## src/rtl/axi_grid_xni_vc_egress.sv

```systemverilog
// Grid NI egress: per-VC flit FIFOs with downstream credit counters, round-robin
// multiplexed onto one registered outbound link.

package axi_default_param_pkg;
  typedef logic [7:0] grid_id_t;
endpackage

module axi_grid_xni_vc_egress_lane #(
  parameter int DEPTH   = 4,
  parameter int FLIT_W  = 64,
  parameter int CREDITS = 4,
  parameter bit OVF_CHK = 1'b1
) (
  input  logic              clk_i,
  input  logic              srst_i,
  input  logic              wr_valid_i,
  input  logic [FLIT_W:0]   wr_data_i,
  output logic              wr_ready_o,
  input  logic              pop_i,
  input  logic              credit_i,
  output logic [FLIT_W:0]   head_o,
  output logic              empty_o,
  output logic              eligible_o
);
  localparam int AW = $clog2(DEPTH);
  localparam int CW = $clog2(DEPTH + 1);
  localparam int RW = $clog2(CREDITS + 1);

  logic [DEPTH-1:0][FLIT_W:0] mem_q, mem_d;
  logic [AW-1:0]              wr_ptr_q, wr_ptr_d, rd_ptr_q, rd_ptr_d;
  logic [CW-1:0]              cnt_q, cnt_d;
  logic [RW-1:0]              cred_q, cred_d;
  logic                       full, push, pop;

  always_comb begin
    full       = (cnt_q == CW'(DEPTH));
    empty_o    = (cnt_q == '0);
    // Ready depends on fullness only: a same-cycle pop does not free a slot.
    wr_ready_o = !full && !srst_i;
    eligible_o = !empty_o && (cred_q != '0);
    head_o     = mem_q[rd_ptr_q];
    push       = wr_valid_i && wr_ready_o;
    pop        = pop_i && eligible_o;

    mem_d    = mem_q;
    wr_ptr_d = wr_ptr_q;
    rd_ptr_d = rd_ptr_q;
    cnt_d    = cnt_q;
    cred_d   = cred_q;
    if (push) begin
      mem_d[wr_ptr_q] = wr_data_i;
      wr_ptr_d        = wr_ptr_q + AW'(1);
    end
    if (pop) rd_ptr_d = rd_ptr_q + AW'(1);
    case ({push, pop})
      2'b10:   cnt_d = cnt_q + CW'(1);
      2'b01:   cnt_d = cnt_q - CW'(1);
      default: cnt_d = cnt_q;
    endcase
    // Grant and returned credit in the same cycle cancel; saturate at CREDITS.
    if (pop && !credit_i)
      cred_d = cred_q - RW'(1);
    else if (!pop && credit_i && (cred_q != RW'(CREDITS)))
      cred_d = cred_q + RW'(1);
  end

  always_ff @(posedge clk_i) begin
    if (srst_i) begin
      wr_ptr_q <= '0;
      rd_ptr_q <= '0;
      cnt_q    <= '0;
      cred_q   <= RW'(CREDITS);
    end else begin
      wr_ptr_q <= wr_ptr_d;
      rd_ptr_q <= rd_ptr_d;
      cnt_q    <= cnt_d;
      cred_q   <= cred_d;
    end
  end

  always_ff @(posedge clk_i) begin
    mem_q <= mem_d;
  end

  always_ff @(posedge clk_i) begin
    if (OVF_CHK && !srst_i && credit_i && !pop)
      assert (cred_q != RW'(CREDITS)) else $error("credit returned while counter full");
  end
endmodule

module axi_grid_xni_vc_egress #(
  parameter int  NUM_VC         = 4,
  parameter int  DEPTH          = 4,
  parameter int  FLIT_W         = 64,
  parameter int  CREDITS        = 4,
  parameter type grid_id_t      = axi_default_param_pkg::grid_id_t,
  parameter grid_id_t NI_ID     = '0,
  parameter bit  CREDIT_OVF_CHK = 1'b1
) (
  input  logic                           clk_i,
  input  logic                           srst_i,
  input  logic [NUM_VC-1:0]              in_valid_i,
  output logic [NUM_VC-1:0]              in_ready_o,
  input  logic [NUM_VC-1:0][FLIT_W-1:0]  in_flit_i,
  input  logic [NUM_VC-1:0]              in_last_i,
  input  logic [NUM_VC-1:0]              credit_i,
  output logic                           out_valid_o,
  output logic [FLIT_W-1:0]              out_flit_o,
  output logic [$clog2(NUM_VC)-1:0]      out_vc_o,
  output logic                           out_last_o,
  output grid_id_t                       src_id_o,
  output logic                           idle_o
);
  localparam int VC_W = $clog2(NUM_VC);

  logic [NUM_VC-1:0][FLIT_W:0] head;
  logic [NUM_VC-1:0]           empty, elig, pop;
  logic                        gnt_vld;
  logic [VC_W-1:0]             gnt_idx, cand;

  logic              out_valid_q, out_valid_d;
  logic [FLIT_W-1:0] out_flit_q, out_flit_d;
  logic [VC_W-1:0]   out_vc_q, out_vc_d;
  logic              out_last_q, out_last_d;
  logic [VC_W-1:0]   rr_ptr_q, rr_ptr_d;

  for (genvar v = 0; v < NUM_VC; v++) begin : g_lane
    assign pop[v] = gnt_vld && (gnt_idx == VC_W'(v));
    axi_grid_xni_vc_egress_lane #(
      .DEPTH   (DEPTH),
      .FLIT_W  (FLIT_W),
      .CREDITS (CREDITS),
      .OVF_CHK (CREDIT_OVF_CHK)
    ) u_lane (
      .clk_i      (clk_i),
      .srst_i     (srst_i),
      .wr_valid_i (in_valid_i[v]),
      .wr_data_i  ({in_last_i[v], in_flit_i[v]}),
      .wr_ready_o (in_ready_o[v]),
      .pop_i      (pop[v]),
      .credit_i   (credit_i[v]),
      .head_o     (head[v]),
      .empty_o    (empty[v]),
      .eligible_o (elig[v])
    );
  end

  // Search starts one past the last granted VC so every VC gets a turn.
  always_comb begin
    gnt_vld = 1'b0;
    gnt_idx = '0;
    cand    = '0;
    for (int i = 1; i <= NUM_VC; i++) begin
      cand = VC_W'((int'(rr_ptr_q) + i) % NUM_VC);
      if (!gnt_vld && elig[cand]) begin
        gnt_vld = 1'b1;
        gnt_idx = cand;
      end
    end
  end

  always_comb begin
    out_valid_d = gnt_vld;
    out_flit_d  = out_flit_q;
    out_vc_d    = out_vc_q;
    out_last_d  = out_last_q;
    rr_ptr_d    = rr_ptr_q;
    if (gnt_vld) begin
      {out_last_d, out_flit_d} = head[gnt_idx];
      out_vc_d = gnt_idx;
      rr_ptr_d = gnt_idx;
    end
  end

  always_ff @(posedge clk_i) begin
    if (srst_i) begin
      out_valid_q <= 1'b0;
      out_flit_q  <= '0;
      out_vc_q    <= '0;
      out_last_q  <= 1'b0;
      rr_ptr_q    <= VC_W'(NUM_VC - 1);
    end else begin
      out_valid_q <= out_valid_d;
      out_flit_q  <= out_flit_d;
      out_vc_q    <= out_vc_d;
      out_last_q  <= out_last_d;
      rr_ptr_q    <= rr_ptr_d;
    end
  end

  assign out_valid_o = out_valid_q;
  assign out_flit_o  = out_flit_q;
  assign out_vc_o    = out_vc_q;
  assign out_last_o  = out_last_q;
  assign src_id_o    = NI_ID;
  assign idle_o      = (&empty) && !out_valid_q;
endmodule

```

## config.mk

```make
export PLATFORM = sky130hd
export DESIGN_NAME = axi_grid_xni_vc_egress
export DESIGN_NICKNAME = d
export VERILOG_FILES = /design/src/rtl/axi_grid_xni_vc_egress.sv
export SDC_FILE = /design/constraint.sdc
export NUM_CORES = 1
export LEC_CHECK = 0
export CAP_MARGIN = 20
export CORE_MARGIN = 2
export CORE_UTILIZATION = 31
export DETAILED_ROUTE_END_ITERATION = 7
export PLACE_DENSITY_LB_ADDON = 0.15
export SLEW_MARGIN = 20
export SYNTH_ARGS = -nofsm -noshare
export SYNTH_HDL_FRONTEND = slang
export SYNTH_SLANG_ARGS = --single-unit
export TNS_END_PERCENT = 20
```

## constraint.sdc

```tcl
create_clock -name clk_i -period 3.6 [get_ports clk_i]
set_input_delay 0.36 -clock clk_i [delete_from_list [all_inputs] [get_ports clk_i]]
set_output_delay 0.36 -clock clk_i [all_outputs]
set_load 0.03 [all_outputs]
```

Yosys cells after proc, flatten, opt, wreduce, memory -nomap -nowiden --
Cells that the tools add are included.
Storage, ports and cells: flip-flop bits (word level) 1150, input port bits 270, output and inout port bits 81, word-level logic and storage cells 230
Operators by class: add/sub/neg operators 28, $lt $le $gt $ge 17, equality and inequality tests 19, multiplexer cells 50, reductions and logical operators 79
Operators by type and width (count):
- bitwise mux 260 bit | 4
- binary-select mux 65 bit (select 2 bit) | 5
- 2-to-1 mux 65 bit | 9
- demux 65 bit (select 2 bit) | 4
- logical AND 1 bit | 40
- < comparator 2 x 3 -> 1 bit (second input constant) | 13
- adder 3 x 1 -> 3 bit (second input constant) | 8
- 2-to-1 mux 3 bit | 8
- one-hot mux 3 bit (2 select lines) | 4
- subtractor 3 x 1 -> 3 bit (second input constant) | 8
- logical NOT 1 bit | 21
- adder 2 x 1 -> 2 bit (second input constant) | 10
- nonzero test 2 bit | 8
- equality test 2 bit (second input constant) | 6
- equality test 3 bit (second input constant) | 4
- logical NOT 3 bit | 4
- != test 3 bit (second input constant) | 4
- nonzero test 3 bit | 4
- equality test 2 x 1 -> 1 bit (second input constant) | 5
- binary-select mux 1 bit (select 2 bit) | 4
- greater-or-equal comparator 2 x 1 -> 1 bit (second input constant) | 4
- 2-to-1 mux 1 bit | 8
- 2-to-1 mux 2 bit | 4
- adder 2 bit (second input constant) | 2
- 2 further kinds | 2

Depth between registers and ports, before layout --
depth after elaboration 23, mapped depth 11, gate-level depth less buffers 10

Cells and area by module --
A second synthesis with hierarchy kept.
Second synthesis, totals: cells, all modules 2081, area, all modules 44149.8 um^2
By module, submodules not included:
- axi_grid_xni_vc_egress_lane (g_lane[1].u_lane ...) | instances 3, cells each 427, area an instance 10118.5 um^2, seq. area each 8007.7 um^2
- axi_grid_xni_vc_egress_lane (g_lane[0].u_lane) | instances 1, cells each 428, area an instance 10113.4 um^2, seq. area each 8007.7 um^2
- axi_grid_xni_vc_egress | instances 1, cells each 372, area an instance 3681.0 um^2, seq. area each 1401.3 um^2

Worst setup path before layout --
No wires, ideal clock.
path kind register to register, start point register g_lane[1].u_lane.cnt_q[2], end point register g_lane[3].u_lane.cred_q[1], library setup time 132 ps, data arrival time 2737 ps, required time 3468 ps, path slack 731 ps, stages on the path, launching flop included 11, path buffers 0, period minus slack after synthesis 2869 ps, cells stage by stage dfxtp_1 > nor3_2 > o22ai_1 > a311oi_2 > and2b_1 > inv_1 > fa_1 > a21oi_1 > mux2_2 > a22oi_1 > a21oi_1
Between the ends: longest elaborated chain between the ends 22, elaborated cells on any way between the ends 34, those cells by class 1 x eq/ne; 17 x mux; 16 x reduce/logical
RTL lines:
- start, declared | RTL line 31 | logic [CW-1:0] cnt_q, cnt_d;
- start signal, assigned | RTL line 76 | cnt_q <= cnt_d;
- logical NOT 3 bit (*) | RTL line 37 | empty_o = (cnt_q == '0);
- logical NOT 1 bit (*) | RTL line 40 | eligible_o = !empty_o && (cred_q != '0);
- logical AND 1 bit (*) | RTL line 40
- binary-select mux 1 bit (select 2 bit) | RTL line 155 | if (!gnt_vld && elig[cand]) begin
- 2-to-1 mux 1 bit (implied by the code) | RTL line 155
- 2-to-1 mux 1 bit | RTL line 155
- logical NOT 1 bit | RTL line 155
- logical AND 1 bit | RTL line 155
- [6 not listed]
- 2-to-1 mux 2 bit | RTL line 155
- equality test 2 bit | RTL line 128 | assign pop[v] = gnt_vld && (gnt_idx == VC_W'(v));
- logical AND 1 bit (*) | RTL line 128
- logical AND 1 bit (*) | RTL line 43 | pop = pop_i && eligible_o;
- net g_lane[3].u_lane.pop | RTL line 33 | logic full, push, pop;
- logical NOT 1 bit | RTL line 63 | else if (!pop && credit_i && (cred_q != RW'(CREDITS)))
- logical AND 1 bit (2 in series) | RTL line 63
- nonzero test 2 bit (no line)
- end signal, assigned | RTL line 72 | cred_q <= RW'(CREDITS);
- end signal, assigned | RTL line 77 | cred_q <= cred_d;
- end, declared | RTL line 32 | logic [RW-1:0] cred_q, cred_d;
The timed path passes the listed nets; every way through them passes the cells marked *. The select of a mux whose other input is x is not followed. A chain may end at the register's enable or synchronous reset.

Worst setup path after layout --
start point register g_lane[3].u_lane.cnt_q[2], end point register g_lane[1].u_lane.cred_q[2]
Between the ends: longest elaborated chain between the ends 22, elaborated cells on any way between the ends 34, those cells by class 1 x eq/ne; 17 x mux; 16 x reduce/logical
RTL lines (RTL line):
- start, declared | 31
- start signal, assigned | 76
- logical NOT 3 bit (*) | 37
- logical NOT 1 bit (*) | 40
- logical AND 1 bit (*) | 40
- binary-select mux 1 bit (select 2 bit) | 155
- 2-to-1 mux 1 bit (implied by the code) | 155
- 2-to-1 mux 1 bit | 155
- logical NOT 1 bit | 155
- logical AND 1 bit | 155
- [5 not listed]
- logical AND 1 bit | 155
- 2-to-1 mux 2 bit | 155
- equality test 2 x 1 -> 1 bit | 128
- logical AND 1 bit (*) | 128
- logical AND 1 bit (*) | 43
- logical NOT 1 bit | 63
- logical AND 1 bit (2 in series) | 63
- nonzero test 2 bit (no line)
- end signal, assigned | 72
- end signal, assigned | 77
- end, declared | 32
Mark *: on every way between the ends. The rest lies on a longest branch, timed or not. The select of a mux whose other input is x is not followed.

==> out/qor.csv <==
stage;metric;value;unit
floorplan;die-area;0.1472;sq mm
yosys;ys_seq_elements;1150;
status;status;complete, no violations;
placed_design;place_hpwl;88310;um
worst_hold_path;hold_class;in -> reg;
floorplan;rows;139;
yosys;synth_seq_area_share;74.83;%
floorplan;initial_core_util;31.17;%
timing;maxSlewHeadroom;47.33;%
global_route;grt_pass1_wl;189900;um
worst_setup_path;arrival;3.95;ns
yosys;synthCells;2178;
routing;avgRoutedWirePerCell;29.19;um
yosys;synth_top_area_cell;edfxtp_1;
worst_hold_path;min_to;g_lane[3].u_lane.mem_q[179];
power;internal-power;29.14;mW
global_route;grt_pass1_vias;24730;
timing;finalHoldViolations;0;
worst_setup_path;rrSetupSlack;0.28;ns
worst_setup_path;reg2regPathDepth;8;
floorplan;ioPinCount;351;
layout;drive_above_1_share;23.48;%
routing;final_antenna_net_count;0;
global_route;overflow;0;
power;p_sw_share;33.26;%
timing;finalCriticalPeriod;3.315;ns
routing;avgViaCountPerCell;5.146;
floorplan;die_y;383.6;um
timing;rsz0062_at_grt;false;
cts;clk_pin_slew_worst_paths;0.06;ns
routing;vias;23700;
timing;slew_violations;0;
yosys;yosysTopAreaCellShare;69.90;%
floorplan;core_area;0.1433;sq mm
worst_setup_path;worstPathRequired;4.23;ns
routing;drc_errors;0;
worst_setup_path;r2r_end;g_lane[1].u_lane.cred_q[2];
cts;numCtsBuffers;130;
power;p_comb_share;33.1;%
power;p_clk_share;28.9;%
power;leakage;17.44;nW
power;p_per_area;789.4;mW/mm^2
power;irDropWorstVdd;0.7871;mV
worst_hold_path;min-delay-start;in_flit_i[241];
routing;first_pass_iters;7;
cts;cts_tree;built;
cts;root_buffer;clkbuf_16;
layout;fin_cells;4606;
yosys;synthTopCellsByArea;edfxtp_1 70%, mux4_2 13%, dfxtp_1 4.9%, a221o_1 1.5%, o31ai_1 1.2%;
cts;cts.sinks;1150;
power;seqPwrFrac;38.0;%
layout;nets;2890;
cts;clk_path_buf_depth;3;
power;p_switching;14.53;mW
routing;wl;134400;um
yosys;synth.top_cells.by_count;1040 x edfxtp_1, 260 x mux4_2, 110 x dfxtp_1;
timing;tightest_slew;0.7900;ns
yosys;synthFlopType;edfxtp_1;
floorplan;die-width;383.6;um
global_route;antenna_found_initial;54;
worst_setup_path;startpoint_type;flop;
timing;final.setup.tns;0;ns
yosys;synthesis.area;0.04468;sq mm
timing;max_freq;0.3016;GHz
worst_setup_path;crit_fanout;8;
timing;hold_ws;0.2412;ns
cts;htreeDepth;4;
worst_setup_path;critical_path_class;reg -> reg;
placed_design;numPortBuffers;342;
placed_design;gp_congestion;0.7851;
worst_setup_path;rr_startpoint;g_lane[3].u_lane.cnt_q[2];
cts;insertion_delay;0.76;ns
global_route;grt_max_degree;66;
layout;area_growth;23.82;%
placed_design;place_inst;4362;
yosys;ys.warnings.count;0;
timing;fin_crit_sh;92.09;%
yosys;avgSynthCellArea;20.51;sq um
yosys;synth.distinct_cells;61;
yosys;async_reset_ff_share;0;%
worst_hold_path;hold_path_depth;1;
timing;setup_viol;0;
cts;cts_setup_buffers;0;
worst_setup_path;cp-end-kind;flop;
yosys;synth.most_common_cell;edfxtp_1;
yosys;synth_edf_count;1040;
run;max_cap_viol_count;0;
global_route;grt_usage;18.32;%
routing;drt-initial-drc-count;1893;
timing;finalClockSkew;0.03013;ns
power by group through the flow:
stage / logic [mW] / clock network, mW / registers, mW
6_report: 14.5 / 12.6 / 16.6
5_1_grt: 15.4 / 13.4 / 16.7
4_1_cts: 14.6 / 12.9 / 16.6
3_5_place_dp: 14.6 / 0 / 16.9
3_3_place_gp: 14.3 / 0 / 16.8
2_1_floorplan: 8.71 / 0 / 16.8
worst max-delay path, stage by stage, from the launching register on:
cell and delay (ns):
dfxtp_1 0.34, nor3_2 0.56, o22ai_1 0.32, a311oi_2 0.58, nand2b_1 0.18, fa_1 0.41
or3b_2 0.50, o22ai_1 0.20, o21bai_1 0.10
worst max path at each step:
stage	start	to	slack, ns	cells past startpoint
after floorplan	g_lane[1].u_lane.cnt_q[2]	g_lane[3].u_lane.cred_q[1]	0.73	10
after global placement	g_lane[1].u_lane.cred_q[0]	g_lane[2].u_lane.cred_q[2]	0.46	8
after detailed placement	g_lane[1].u_lane.cred_q[0]	g_lane[2].u_lane.cred_q[2]	0.31	8
after CTS	g_lane[1].u_lane.cred_q[0]	g_lane[2].u_lane.cred_q[2]	0.28	8
after global routing	g_lane[1].u_lane.cred_q[0]	g_lane[2].u_lane.cred_q[2]	0.07	8
final	g_lane[3].u_lane.cnt_q[2]	g_lane[1].u_lane.cred_q[2]	0.28	8
layer usage:
layer  vias up  wire [um]  track usage (%)
met1     12620      57640            24.59
li1       9980          -                -
met5         -        293                0
met2       786      64280            29.36
met3       265       8710            4.632
met4        48       3512            5.389
cell usage in the layout (no fill, tap or decap), types with 20 or more instances in the layout:
cell type        instances
mux2_4                  28
mux4_2                 260
dfxtp_1                102
ha_1                    20
nor2_1                  34
clkdlybuf4s50_1        342
mux2_2                  38
clkbuf_16              136
edfxtp_1              1040
inv_1                   38
a221o_1                 67
buf_12                  47
nand4_1                 66
o31ai_1                 73
a21oi_1                 81
clkbuf_1                46
buf_4                   39
what timing repair did:
| action | in CTS | in global routing |
|---|---|---|
| hold buffers | 0 | 0 |
| endpoints found under the setup margin | 0 | 1 |
| gates resized for setup | 0 | 1 |
sequential cells by signal, indices dropped and copies added, names as in the netlist:
register	flops
out_valid_o	1
g_lane.u_lane.mem_q	1040
out_last_o	1
g_lane.u_lane.cred_q	12
g_lane.u_lane.rd_ptr_q	8
out_vc_o	2
out_flit_o	64
rr_ptr_q	2
g_lane.u_lane.wr_ptr_q	8
g_lane.u_lane.cnt_q	12
cell families after synthesis:
group                    after synthesis  synth area share (%)
AND/OR/NAND/NOR                      191                 2.462
XOR/XNOR                              21                0.4117
AO/OA/AOI/OAI                        268                 4.478
adder cells (fa/ha/maj)               28                0.9186
flip-flops                          1150                 74.83
multiplexers                         328                 15.05
other                                  1              0.008394
buffers and inverters                191                 1.834
final cells by class:
| cell class | count | area (sq um) |
|---|---|---|
| well taps | 1903 | 2381 |
| multi-input cells | 844 | 10620 |
| diodes | 7 | 17.52 |
| flip-flops and latches | 1150 | 33460 |
| inverters | 38 | 142.6 |
| clock inverters | 42 | 300.3 |
| fillers | 12980 | 87990 |
| repair buffers | 428 | 4657 |
| clock buffers | 194 | 3741 |
through the flow:
step | setup slack [ns] | instance area (sq um) | utilization [%] | power, mW
global route | 0.07231 | 55310 | 38.60 | 45.53
floorplan | 0.7307 | 44700 | - | 25.51
CTS | 0.2812 | 55270 | 38.57 | 44.18
detailed placement | 0.3053 | 51230 | 35.75 | 31.45
global placement | 0.4609 | 51230 | 35.75 | 31.18
finish | 0.2848 | 55320 | 38.60 | 43.67
Power figures use the tool's default switching activity.
==> variant 1, RTL diff (same flow settings) <==
Take the reset off `out_flit_q` and load it in a clocked block of its own.
--- a/src/rtl/axi_grid_xni_vc_egress.sv
+++ b/src/rtl/axi_grid_xni_vc_egress.sv
@@ -175,17 +175,19 @@
   always_ff @(posedge clk_i) begin
     if (srst_i) begin
       out_valid_q <= 1'b0;
-      out_flit_q  <= '0;
       out_vc_q    <= '0;
       out_last_q  <= 1'b0;
       rr_ptr_q    <= VC_W'(NUM_VC - 1);
     end else begin
       out_valid_q <= out_valid_d;
-      out_flit_q  <= out_flit_d;
       out_vc_q    <= out_vc_d;
       out_last_q  <= out_last_d;
       rr_ptr_q    <= rr_ptr_d;
     end
+  end
+
+  always_ff @(posedge clk_i) begin
+    out_flit_q <= out_flit_d;
   end
 
   assign out_valid_o = out_valid_q;
Check against the original RTL: not settled (the Yosys comparison gave no result); the edit may change what the design does.
==> variant 1 against the unedited design <==
  * Total power is 3.3% higher
  * Sequential power increased by 6%
  * Core utilization is essentially flat
  * Area after synthesis down 0.52%
  * Clock skew decreased by 0.0021 ns
  * Critical path depth grew 2
  * First-iteration DRC count fell by 0.90%
  * Sequential cell count is the same
  * Non-clock buffer count is 17 lower
  * Final area is 0.99% lower
  * Wire length fell by 5.9%
  * Setup slack improved by 0.0060 ns
  * Highest routed layer unchanged
==> variant 1: results <==
set metrics [dict create \
    synth_seq_area_share_pct 76.7 \
    min_from "in_flit_i[53]" \
    cts_resized 0 \
    grtUsageMet1_pct 22.6 \
    ys_warn_count 0 \
    htree_num_levels 4 \
    r2r_setup_slack_ns 0.29 \
    clk_pin_slew_ns 0.06 \
    seq_power_share_pct 39.0 \
    drtPass1Iterations 6 \
    p_leak_nw 17.3 \
    ir_worst_vdd_uv 1490 \
    seq_cell_power_mw 17.6 \
    track_usage_pct 17.4 \
    synth-edff-count 1104 \
    ctsHoldBuffers 1 \
    synth_area_leaders "edfxtp_1 (75%), mux4_2 (13%), dfxtp_1 (2.1%)" \
    globalplace.congestion 0.756 \
    dpl_cell_area_um2 50600 \
    hold_path_class "input port to flip-flop" \
    worstPathMaxFanout 6 \
    detail_route.vias_per_cell 5.00 \
    r2r_cells 10 \
    clock_latency_ns 0.78 \
    n_fill_cell 12984 \
    drive_gt1_share_pct 20.9 \
    finClkSkew_ns 0.0280 \
    wire_per_inst_um 27.6 \
    largest_reg_flops 1040 \
    grt_pass1_wl_um 179000 \
    period_minus_slack_ns 3.31 \
    regMostFlops "g_lane.u_lane.mem_q" \
    p_comb_mw 14.6 \
    met2_usage_pct 28.2 \
    antenna_found_initial 55 \
    min_to "g_lane[0].u_lane.mem_q[53]" \
    status "completed" \
    worstPathArrival_ns 3.95 \
    intPower_mw 29.3 \
    drt_iter0_markers 1876 \
    numCtsBuffers 132 \
    synthTopCellsByCount "edfxtp_1 (1,104), mux4_2 (260), nand2_1 (148)" \
    pre_cts_ws_ns 0.423 \
    critical_path.startpoint "g_lane[2].u_lane.cred_q[1]" \
    met3_usage_pct 5.22 \
    synth_cell_type_count 66 \
    dp_hpwl_um 80200 \
    worstReg2RegEnd "g_lane[3].u_lane.cred_q[2]" \
    tightest_slew_ns 0.896 \
    nNetsFinal 2883 \
    grt_pass1_vias 24193 \
]
-- variant 1: layer usage --
layer | part of all wire, % | wire (um)
met5 | 0.30 | 374
met4 | 2.0 | 2560
met3 | 7.5 | 9540
met2 | 49 | 61600
met1 | 41 | 52400
-- variant 1: per-stage QoR --
step | instances | hold WS, ns | utilization [%]
2_1_floorplan | 2170 | 0.459 | -
3_3_place_gp | 4340 | 0.461 | 35.7
3_5_place_dp | 4340 | 0.463 | 35.7
4_1_cts | 4579 | 0.141 | 38.6
5_1_grt | 4583 | 0.181 | 38.6
6_report | 4587 | 0.221 | 38.6
-- variant 1: cell families (layout without fill, tap and decap cells) --
logic type / Yosys count / after routing / share of synthesized area, %
fa+ha+maj: 28 / 28 / 0.923
flops: 1150 / 1150 / 76.7
other cells: 1 / 16 / 0.00844
mux: 267 / 267 / 13.4
simple gates: 327 / 327 / 3.69
xor+xnor: 20 / 20 / 0.394
compound gates: 201 / 201 / 3.29
buf+inv: 169 / 688 / 1.68
-- variant 1: final cells by class --
cell class,instances,area (um2),area share [%]
Sequential cell,1150,34100,62.3
Multi-Input combinational cell,851,9760,17.8
Timing Repair Buffer,411,4250,7.76
Clock buffer,167,3430,6.27
Tap cell,1890,2360,4.32
Clock inverter,71,687,1.25
Inverter,39,149,0.272
Antenna cell,8,20.0,0.0366
-- variant 1: worst max-delay path: stages, from the launching register on --
cell and delay [ns]:
dfxtp_1 0.32, nor3_1 0.60, nor2_1 0.19, a21oi_1 0.22
o21ai_1 0.24, or2_2 0.36, fa_1 0.42, or4bb_1 0.52
nor2_1 0.11, o21a_1 0.13, nor4_1 0.05
==> variant 2, RTL diff (config.mk and constraints unchanged) <==
Made on the original files. `CREDITS` is set to 4 in 2 places; all go to 8.
--- a/src/rtl/axi_grid_xni_vc_egress.sv
+++ b/src/rtl/axi_grid_xni_vc_egress.sv
@@ -8,7 +8,7 @@
 module axi_grid_xni_vc_egress_lane #(
   parameter int DEPTH   = 4,
   parameter int FLIT_W  = 64,
-  parameter int CREDITS = 4,
+  parameter int CREDITS = 8,
   parameter bit OVF_CHK = 1'b1
 ) (
   input  logic              clk_i,
@@ -92,7 +92,7 @@
   parameter int  NUM_VC         = 4,
   parameter int  DEPTH          = 4,
   parameter int  FLIT_W         = 64,
-  parameter int  CREDITS        = 4,
+  parameter int  CREDITS        = 8,
   parameter type grid_id_t      = axi_default_param_pkg::grid_id_t,
   parameter grid_id_t NI_ID     = '0,
   parameter bit  CREDIT_OVF_CHK = 1'b1
Function: not settled (the Yosys comparison gave no result); the edit may change what the design does.
==> variant 2 against the unedited design <==
  * Count of clock-buffer cells in the layout is 5 lower
  * Synthesized cell count is 3.3% lower
  * Sequential power hardly changed
  * Critical endpoint is now g_lane[3].u_lane.cred_q[3]
  * Area after synthesis is 0.89% lower
  * Wire length is 9.1% lower
  * Sequential cell count is 4 higher
  * Total power is 5.5% lower
  * First-iteration DRC count is 25% lower
  * Setup slack worse by 0.10 ns
  * Critical path type unchanged
  * Combinational power is 19% lower
  * Global-route usage is 1.4 points lower
  * Maximum frequency is 2.9% lower
  * Final area is 1.1% lower
==> variant 2: results <==
set metrics [dict create \
    track_usage_pct 16.9 \
    drive_gt1_share_pct 20.8 \
    intPower_mw 28.3 \
    grt_pass1_vias 24198 \
    r2r_cells 12 \
    globalplace.congestion 0.749 \
    synth_area_leaders "edfxtp_1 (71%), mux4_2 (13%), dfxtp_1 (5.2%)" \
    numCtsBuffers 132 \
    detail_route.vias_per_cell 4.92 \
    wire_per_inst_um 26.9 \
    drt_iter0_markers 1412 \
    n_fill_cell 12834 \
    r2r_setup_slack_ns 0.18 \
    met2_usage_pct 28.7 \
    hold_path_depth 2 \
    worstPathMaxFanout 9 \
    drtPass1Iterations 6 \
    ir_worst_vdd_uv 596 \
    finClkSkew_ns 0.0335 \
    nNetsFinal 2845 \
    dp_hpwl_um 75700 \
    synth_seq_area_share_pct 75.7 \
    clock_latency_ns 0.78 \
    worstReg2RegEnd "g_lane[3].u_lane.cred_q[3]" \
    antenna_found_initial 42 \
    status "completed" \
    min_to "g_lane[3].u_lane.wr_ptr_q[0]" \
    met3_usage_pct 4.67 \
    regToRegStartpoint "g_lane[1].u_lane.cred_q[0]" \
]
-- variant 2: worst max-delay path by stage --
stage,startpoint,end
final,g_lane[1].u_lane.cred_q[0],g_lane[3].u_lane.cred_q[3]
after global routing,g_lane[1].u_lane.cred_q[0],g_lane[3].u_lane.cred_q[3]
after CTS,g_lane[2].u_lane.cred_q[0],g_lane[0].u_lane.cred_q[3]
after detailed placement,g_lane[2].u_lane.cred_q[0],g_lane[0].u_lane.cred_q[3]
after global placement,g_lane[1].u_lane.cred_q[0],g_lane[3].u_lane.cred_q[3]
after floorplan,g_lane[0].u_lane.cred_q[3],g_lane[1].u_lane.cred_q[3]
-- variant 2: layer usage --
metal	vias up	routed length (um)
li1	9595	-
met1	11975	51300
met2	570	61200
met3	208	6710
met4	44	2720
met5	-	245
-- variant 2: final cells by class --
class / instances / share of cell area (%)
clock inverter: 56 / 1.00
multi-input combinational: 804 / 18.6
clock buffer: 189 / 6.64
tap: 1890 / 4.32
antenna: 7 / 0.0320
inverter: 40 / 0.275
timing repair buffer: 407 / 7.76
sequential: 1154 / 61.3
-- variant 2: logic make-up (layout without fill, tap and decap cells) --
kind of cell    after synthesis  in the layout  share of synthesized area (%)
other cells                   1             15                        0.00847
mux                         394            394                           16.3
fa+ha+maj                    36             36                           1.15
simple gates                201            201                           2.21
buf+inv                     155            692                           1.60
flops                      1154           1154                           75.7
compound gates              140            140                           2.59
xor+xnor                     25             25                          0.495
-- variant 2: worst max-delay path, stage by stage (launching register included) --
cell,delay (ns)
dfxtp_1,0.37
or4_4,0.55
a22oi_1,0.32
a221oi_1,0.13
nor2_1,0.29
nand2_1,0.15
clkinv_1,0.18
ha_1,0.26
a21o_1,0.18
a21oi_1,0.32
nand2_1,0.10
mux2_2,0.28
a21o_1,0.18
-- variant 2: metrics by stage --
step | hold slack, ns | cells | utilization (%) | setup slack (ns) | cell area [um2]
floorplan | 0.444 | 2113 | - | 0.614 | 44300
global route | 0.100 | 4542 | 38.6 | 0.00792 | 54700
detailed placement | 0.453 | 4295 | 35.7 | 0.212 | 50500
global placement | 0.454 | 4295 | 35.7 | 0.276 | 50500
finish | 0.132 | 4547 | 38.6 | 0.185 | 54700
CTS | 0.0552 | 4540 | 38.6 | 0.199 | 54700
-- variant 2: power by group through the flow --
| stage | logic [mW] | clock network, mW | registers, mW |
|---|---|---|---|
| after floorplan | 7.35 | 0 | 17.0 |
| after global placement | 11.9 | 0 | 16.8 |
| after detailed placement | 12.0 | 0 | 16.9 |
| after CTS | 12.1 | 13.3 | 16.6 |
| after global routing | 12.7 | 13.8 | 16.7 |
| final | 11.8 | 12.8 | 16.6 |
